### src/rtl/dmem_responder.sv
// Single-outstanding data-memory responder: decodes RV32 load/store requests,
// drives a synchronous word-wide SRAM and returns one extended response per request.
module dmem_responder #(
    parameter int DEPTH_WORDS = 4096,
    parameter int WAIT_CYCLES = 0,
    localparam int AW = $clog2(DEPTH_WORDS)
) (
    input  logic          clk,
    input  logic          rst_n,
    input  logic          req_valid,
    input  logic          req_we,
    input  logic [2:0]    req_func3,
    input  logic [31:0]   req_addr,
    input  logic [31:0]   req_wdata,
    output logic          req_ready,
    output logic          rsp_valid,
    output logic [31:0]   rsp_rdata,
    output logic          rsp_err,
    output logic          sram_en,
    output logic [3:0]    sram_we,
    output logic [AW-1:0] sram_addr,
    output logic [31:0]   sram_wdata,
    input  logic [31:0]   sram_rdata
);

    localparam int CW = (WAIT_CYCLES < 1) ? 1 : $clog2(WAIT_CYCLES + 1);
    localparam logic [CW-1:0] WAIT_LAST = CW'(WAIT_CYCLES);

    typedef enum logic [1:0] {IDLE, ISSUE, WAIT, RESP} state_t;

    state_t         state_reg, state_next;
    logic           we_reg;
    logic [2:0]     func3_reg;
    logic [AW+1:0]  addr_reg;
    logic [31:0]    wdata_reg;
    logic           err_reg;
    logic [31:0]    rdata_reg;
    logic [CW-1:0]  cnt_reg;

    logic           accept;
    logic           code_ok;
    logic           misaligned;
    logic           out_of_range;
    logic           req_err;

    assign accept = req_valid && (state_reg == IDLE);

    // Request legality is decided from the live inputs at the accept edge.
    always_comb begin
        code_ok      = 1'b0;
        misaligned   = 1'b0;
        out_of_range = ({2'b00, req_addr[31:2]} >= 32'(DEPTH_WORDS));
        if (req_we) begin
            code_ok = (req_func3 == 3'b000) || (req_func3 == 3'b001) || (req_func3 == 3'b010);
        end else begin
            code_ok = (req_func3 == 3'b000) || (req_func3 == 3'b001) || (req_func3 == 3'b010) ||
                      (req_func3 == 3'b100) || (req_func3 == 3'b101);
        end
        case (req_func3[1:0])
            2'b01:   misaligned = req_addr[0];
            2'b10:   misaligned = (req_addr[1:0] != 2'b00);
            default: misaligned = 1'b0;
        endcase
        req_err = !code_ok || misaligned || out_of_range;
    end

    always_ff @(posedge clk or negedge rst_n) begin
        if (!rst_n) begin
            state_reg <= IDLE;
        end else begin
            state_reg <= state_next;
        end
    end

    always_comb begin
        state_next = state_reg;
        case (state_reg)
            IDLE:    if (req_valid) state_next = req_err ? RESP : ISSUE;
            ISSUE:   state_next = WAIT;
            WAIT:    if (cnt_reg == WAIT_LAST) state_next = RESP;
            RESP:    state_next = IDLE;
            default: state_next = IDLE;
        endcase
    end

    logic [7:0]  ld_byte;
    logic [15:0] ld_half;
    logic [31:0] ld_value;

    always_comb begin
        ld_byte  = sram_rdata[{addr_reg[1:0], 3'b000} +: 8];
        ld_half  = sram_rdata[{addr_reg[1], 4'b0000} +: 16];
        case (func3_reg)
            3'b000:  ld_value = {{24{ld_byte[7]}}, ld_byte};
            3'b001:  ld_value = {{16{ld_half[15]}}, ld_half};
            3'b010:  ld_value = sram_rdata;
            3'b100:  ld_value = {24'h0, ld_byte};
            3'b101:  ld_value = {16'h0, ld_half};
            default: ld_value = 32'h0;
        endcase
    end

    // SRAM data is valid during the first WAIT cycle; the wait count keeps running.
    always_ff @(posedge clk or negedge rst_n) begin
        if (!rst_n) begin
            we_reg    <= 1'b0;
            func3_reg <= 3'b000;
            addr_reg  <= '0;
            wdata_reg <= 32'h0;
            err_reg   <= 1'b0;
            rdata_reg <= 32'h0;
            cnt_reg   <= '0;
        end else begin
            if (accept) begin
                we_reg    <= req_we;
                func3_reg <= req_func3;
                addr_reg  <= req_addr[AW+1:0];
                wdata_reg <= req_wdata;
                err_reg   <= req_err;
                rdata_reg <= 32'h0;
            end
            if (state_reg == ISSUE) begin
                cnt_reg <= '0;
            end else if (state_reg == WAIT) begin
                cnt_reg <= cnt_reg + 1'b1;
                if (cnt_reg == '0 && !we_reg) begin
                    rdata_reg <= ld_value;
                end
            end
        end
    end

    always_comb begin
        req_ready  = (state_reg == IDLE);
        rsp_valid  = 1'b0;
        rsp_err    = 1'b0;
        rsp_rdata  = 32'h0;
        sram_en    = 1'b0;
        sram_we    = 4'b0000;
        sram_addr  = '0;
        sram_wdata = 32'h0;
        case (state_reg)
            ISSUE: begin
                sram_en   = 1'b1;
                sram_addr = addr_reg[AW+1:2];
                if (we_reg) begin
                    case (func3_reg[1:0])
                        2'b00: begin
                            sram_we    = 4'b0001 << addr_reg[1:0];
                            sram_wdata = {4{wdata_reg[7:0]}};
                        end
                        2'b01: begin
                            sram_we    = 4'b0011 << addr_reg[1:0];
                            sram_wdata = {2{wdata_reg[15:0]}};
                        end
                        default: begin
                            sram_we    = 4'b1111;
                            sram_wdata = wdata_reg;
                        end
                    endcase
                end
            end
            RESP: begin
                rsp_valid = 1'b1;
                rsp_err   = err_reg;
                rsp_rdata = err_reg ? 32'h0 : rdata_reg;
            end
            default: ;
        endcase
    end

endmodule

### config.mk
export PLATFORM = sky130hd
export DESIGN_NAME = dmem_responder
export DESIGN_NICKNAME = d
export VERILOG_FILES = /design/src/rtl/dmem_responder.sv
export SDC_FILE = /design/constraint.sdc
export NUM_CORES = 1
export LEC_CHECK = 0
export ABC_AREA = 1
export CELL_PAD_IN_SITES_DETAIL_PLACEMENT = 1
export CELL_PAD_IN_SITES_GLOBAL_PLACEMENT = 1
export CORE_MARGIN = 2
export CORE_UTILIZATION = 27
export DETAILED_ROUTE_END_ITERATION = 16
export PLACE_DENSITY = 0.83
export SETUP_SLACK_MARGIN = 0.1
export SYNTH_ARGS = -nofsm -noshare
export SYNTH_HDL_FRONTEND = slang
export SYNTH_SLANG_ARGS = --single-unit
export TNS_END_PERCENT = 10
### constraint.sdc
create_clock -name clk -period 4.5 [get_ports clk]
set_input_delay 0.45 -clock clk [delete_from_list [all_inputs] [get_ports clk]]
set_output_delay 0.45 -clock clk [all_outputs]
set_load 0.05 [all_outputs]
* Word-level counts from Yosys, hierarchy flattened
Index checks and enable logic that the tools add are counted.
** Storage, ports and cells
- Flip-flop bits (word level) :: 86
- Bits of input ports :: 103
- Logic and storage cells :: 73
** Cells by class
- $add $sub $neg :: 1
- Magnitude comparators :: 1
- Equal/unequal tests :: 16
- Shift operators :: 4
- Muxes and demuxes :: 25
- Bitwise operators :: 1
- Reductions and logical operators :: 17
** Operator list (number)
- $mux W32 :: 8
- $pmux W32 S5 :: 1
- $pmux W32 S2 :: 1
- $shiftx A32 B6 Y16 :: 1
- $shiftx A32 B6 Y8 :: 1
- $ge A30 B13 Y1 const B :: 1
- $eq A3 B3 Y1 const B :: 4
- $mux W12 :: 1
- $mux W4 :: 2
- $pmux W2 S4 :: 1
- $pmux W4 S2 :: 1
- $eq A2 B1 Y1 const B :: 3
- $eq A2 B2 Y1 const B :: 3
- $eq A3 B1 Y1 const B :: 2
- $eq A3 B2 Y1 const B :: 2
- $logic_not A3 Y1 :: 2
- $logic_or A1 B1 Y1 :: 6
- $mux W1 :: 6
- $mux W2 :: 3
- $logic_not A2 Y1 :: 2
- $ne A2 B2 Y1 const B :: 2
- $reduce_bool A2 Y1 :: 2
- $shl A1 B2 Y4 const A :: 1
- $shl A2 B2 Y4 const A :: 1
- other kinds (6) :: 8

* Logic depth before layout (Yosys ltp)
- Word-level depth :: 12
- Gate-level depth with buffers :: 11
- Mapped depth without buffers :: 10

* Worst setup path after synthesis
No wires, ideal clock.
- Kind :: register to output
- Start :: register state_reg[1]
- End :: output port sram_wdata[15]
- Arrival time :: 2.508 ns
- Data required time :: 4.050 ns
- Path slack :: 1.542 ns
- Stages on the path, launching flop included :: 6
- Cells stage by stage :: dfrtp_1 -> inv_1 -> ha_1 -> nand2_1 -> clkbuf_1 -> nor3_1
** Between the ends
- Cells in the longest elaborated chain, start to end :: 2
** RTL lines
- start: declaration :: RTL line 31 : state_t state_reg, state_next;
- start signal: assignment :: RTL line 71 : state_reg <= state_next;
- $eq A2 B1 Y1 :: RTL line 142 : case (state_reg)
- $mux W32 :: RTL line 142
- end: declaration :: RTL line 22 : output logic [31:0] sram_wdata,
Every way passes these cells.

* Final worst setup path
- Start :: register state_reg[1]
- End :: output port sram_we[1]
** Between the ends
- Cells in the longest elaborated chain, start to end :: 2
** RTL lines
- $eq A2 B1 Y1 :: RTL line 142
- $mux W4 :: RTL line 142
- end: declaration :: RTL line 20 : output logic [3:0] sram_we,
Every way passes these cells.

==> results.ini <==
[timing]
period_needed_ns = 3.85
fin_crit_sh = 0.855
final_hold_viol_count = 0
fin_hold_ws_ns = 0.133
timing.final.setup_violations = 0
slew_violations = 0
max_freq_mhz = 260
fin_tns_setup_ns = 0
worst_pin_slew_ns = 1.13
rsz0062_at_grt = no
max_slew_margin = 0.247
clock_skew_ns = 0.00488

[clock_tree]
clock-sinks = 86
root_buffer = clkbuf_16
path_clk_slew_ns = 0.07
htree_levels = 3
worstSkewPairLatency_ns = 0.35
cts_resized = 0
clock_path_buffers = 2
postCtsSetupBuffers = 0
hold_buffers = 0
cts_tree = done
cts_buffers = 9

[route]
route.detailed.drc = 0
wl_mm = 18.3
dr.pass1.iters = 4
final_antenna_net_count = 0
vias = 5355
vias_per_cell = 4.64
dr.first_iter.drc_count = 225
routedWlPerCell_um = 15.8

[logic_synthesis]
async_flop_share = 1.00
synth.net_count = 865
ys_seq_area_frac = 0.431
synth_top_area_frac = 0.431
synth_edf_count = 0
synth_largest_area_cell = dfrtp_1
ys_ff_latch = 86
ys_types = 24
yosys-top-cells-count = nand2_1, dfrtp_1, inv_1, nor2_1, o21ai_0
synth_area_leaders = dfrtp_1, nand2_1, inv_1, nor2_1, o21ai_0
ys.flop_type = dfrtp_1
syn_area_um2 = 4990
syn_area_per_cell_um2 = 6.61
yosysWarnings = 0
syn_inst = 755
yosysMostFrequentCell = nand2_1

[die]
dieArea_um2 = 19600
core_um2 = 18000
die_height_um = 140
ios = 187
start_util = 0.277
std_cell_rows = 49
die_w_um = 140

[critical_path]
r2r_end = rdata_reg[5]$_DFF_PN0_
crit_end = sram_we[1]
reg2regPathDepth = 7
worst_ep_required_time_ns = 4.05
cp-end-kind = primary output
path_class = reg -> out
setup.worst_path.start = state_reg[1]$_DFFE_PN0P_
worstPathArrival_ns = 3.40
crit_path_max_fanout = 17
worst_setup_path_start_kind = register
rrSetupSlack_ns = 1.84
r2r_start = func3_reg[1]$_DFFE_PN0P_

[finish]
drive_gt1_frac = 0.0346
diodes = 0
final_cells = 1154
finalNetCount = 1030
multi_input_area_um2 = 2290
syn2layout_area_growth_pct = 45.2
n_fill_cell = 2279
fin_util = 0.402
seq_area_um2 = 2150

[global_routing]
first_global_vias = 5629
grt_usage = 0.187
grt_pass1_wl_mm = 29.2
grt_start_max_net_pins = 60
antenna_found_initial = 0
grt-ovfl-total = 0

[job]
max_cap_violations = 0

[place]
dp.cells = 1138
gp_congestion = 0.860
port_buffers = 186
post-dp-hpwl_mm = 13.5

[min_path]
worstHoldPathType = in -> async

[power]
vdd_drop_max_uv = 258
power_density_nw_per_um2 = 613
cellLeakagePower_nw = 3.59

[run_status]
outcome = complete, no violations

[metrics by stage]
stage	instance area, um2	total power [mW]	worst slack (ns)
2_1_floorplan	4990	2.99	1.54
3_3_place_gp	6960	3.65	1.16
5_1_grt	7250	4.80	0.380
6_report	7250	4.44	0.651
4_1_cts	7250	4.50	0.606
3_5_place_dp	6960	3.72	1.02
[power by group]
group	switching [mW]	internal [mW]
logic	1.57	0.725
registers	0.281	1.13
clock network	0.352	0.387
[cells in the final DEF (no fill, tap or decap)]
cell,n
clkinv_4,1
a22oi_1,1
nand3_4,1
o211ai_1,1
inv_1,84
nor2_2,1
inv_6,2
buf_4,6
nor3_1,2
clkbuf_16,9
o22ai_1,9
dfrtp_1,86
clkinvlp_4,2
inv_2,5
nand2_1,331
o21ai_2,1
nand2_2,2
and2_1,1
nand3_1,23
o21ai_0,45
and2_0,1
o21ai_1,3
nor2_1,83
ha_1,7
a21oi_1,31
inv_8,2
clkdlybuf4s50_1,185
[area by class of cell]
class / count / area share
clock buffer: 9 / 0.0311
clock inverter: 7 / 0.00880
inverter: 89 / 0.0461
multi-input combinational: 543 / 0.316
sequential: 86 / 0.297
tap: 229 / 0.0395
timing repair buffer: 191 / 0.262
[how the worst min path moves through the flow]
stage	from	to	slack, ns	depth (start not counted)
floorplan	rst_n	addr_reg[0]$_DFFE_PN0P_	0.15	0
global placement	wdata_reg[18]$_DFFE_PN0P_	wdata_reg[18]$_DFFE_PN0P_	0.46	2
detailed placement	rdata_reg[29]$_DFF_PN0_	rdata_reg[29]$_DFF_PN0_	0.47	2
CTS	rst_n	rdata_reg[6]$_DFF_PN0_	0.16	1
global route	rst_n	addr_reg[12]$_DFFE_PN0P_	0.17	1
finish	rst_n	rdata_reg[5]$_DFF_PN0_	0.13	1
[metal layers]
metal,GRT usage,part of all wire
met1,0.241,0.44
met2,0.314,0.46
met3,0.0595,0.083
met4,0.0337,0.0084
met5,0,0
[critical path: stages, from the launching register on]
cell	delay (ns)
dfrtp_1	0.41
inv_1	0.09
ha_1	0.15
buf_4	0.20
nand2_1	0.35
inv_1	0.56
o21ai_0	0.25
a21oi_1	0.19
clkdlybuf4s50_1	0.83
[cell families after synthesis]
family                     after synthesis  share of synthesized area
and+or+nand+nor                        445                      0.346
AOI/OAI and AO/OA                       91                     0.0952
DFF                                     86                      0.431
adders and majority gates                7                     0.0175
buffers and inverters                  126                      0.110
Power figures use the tool's default switching activity.
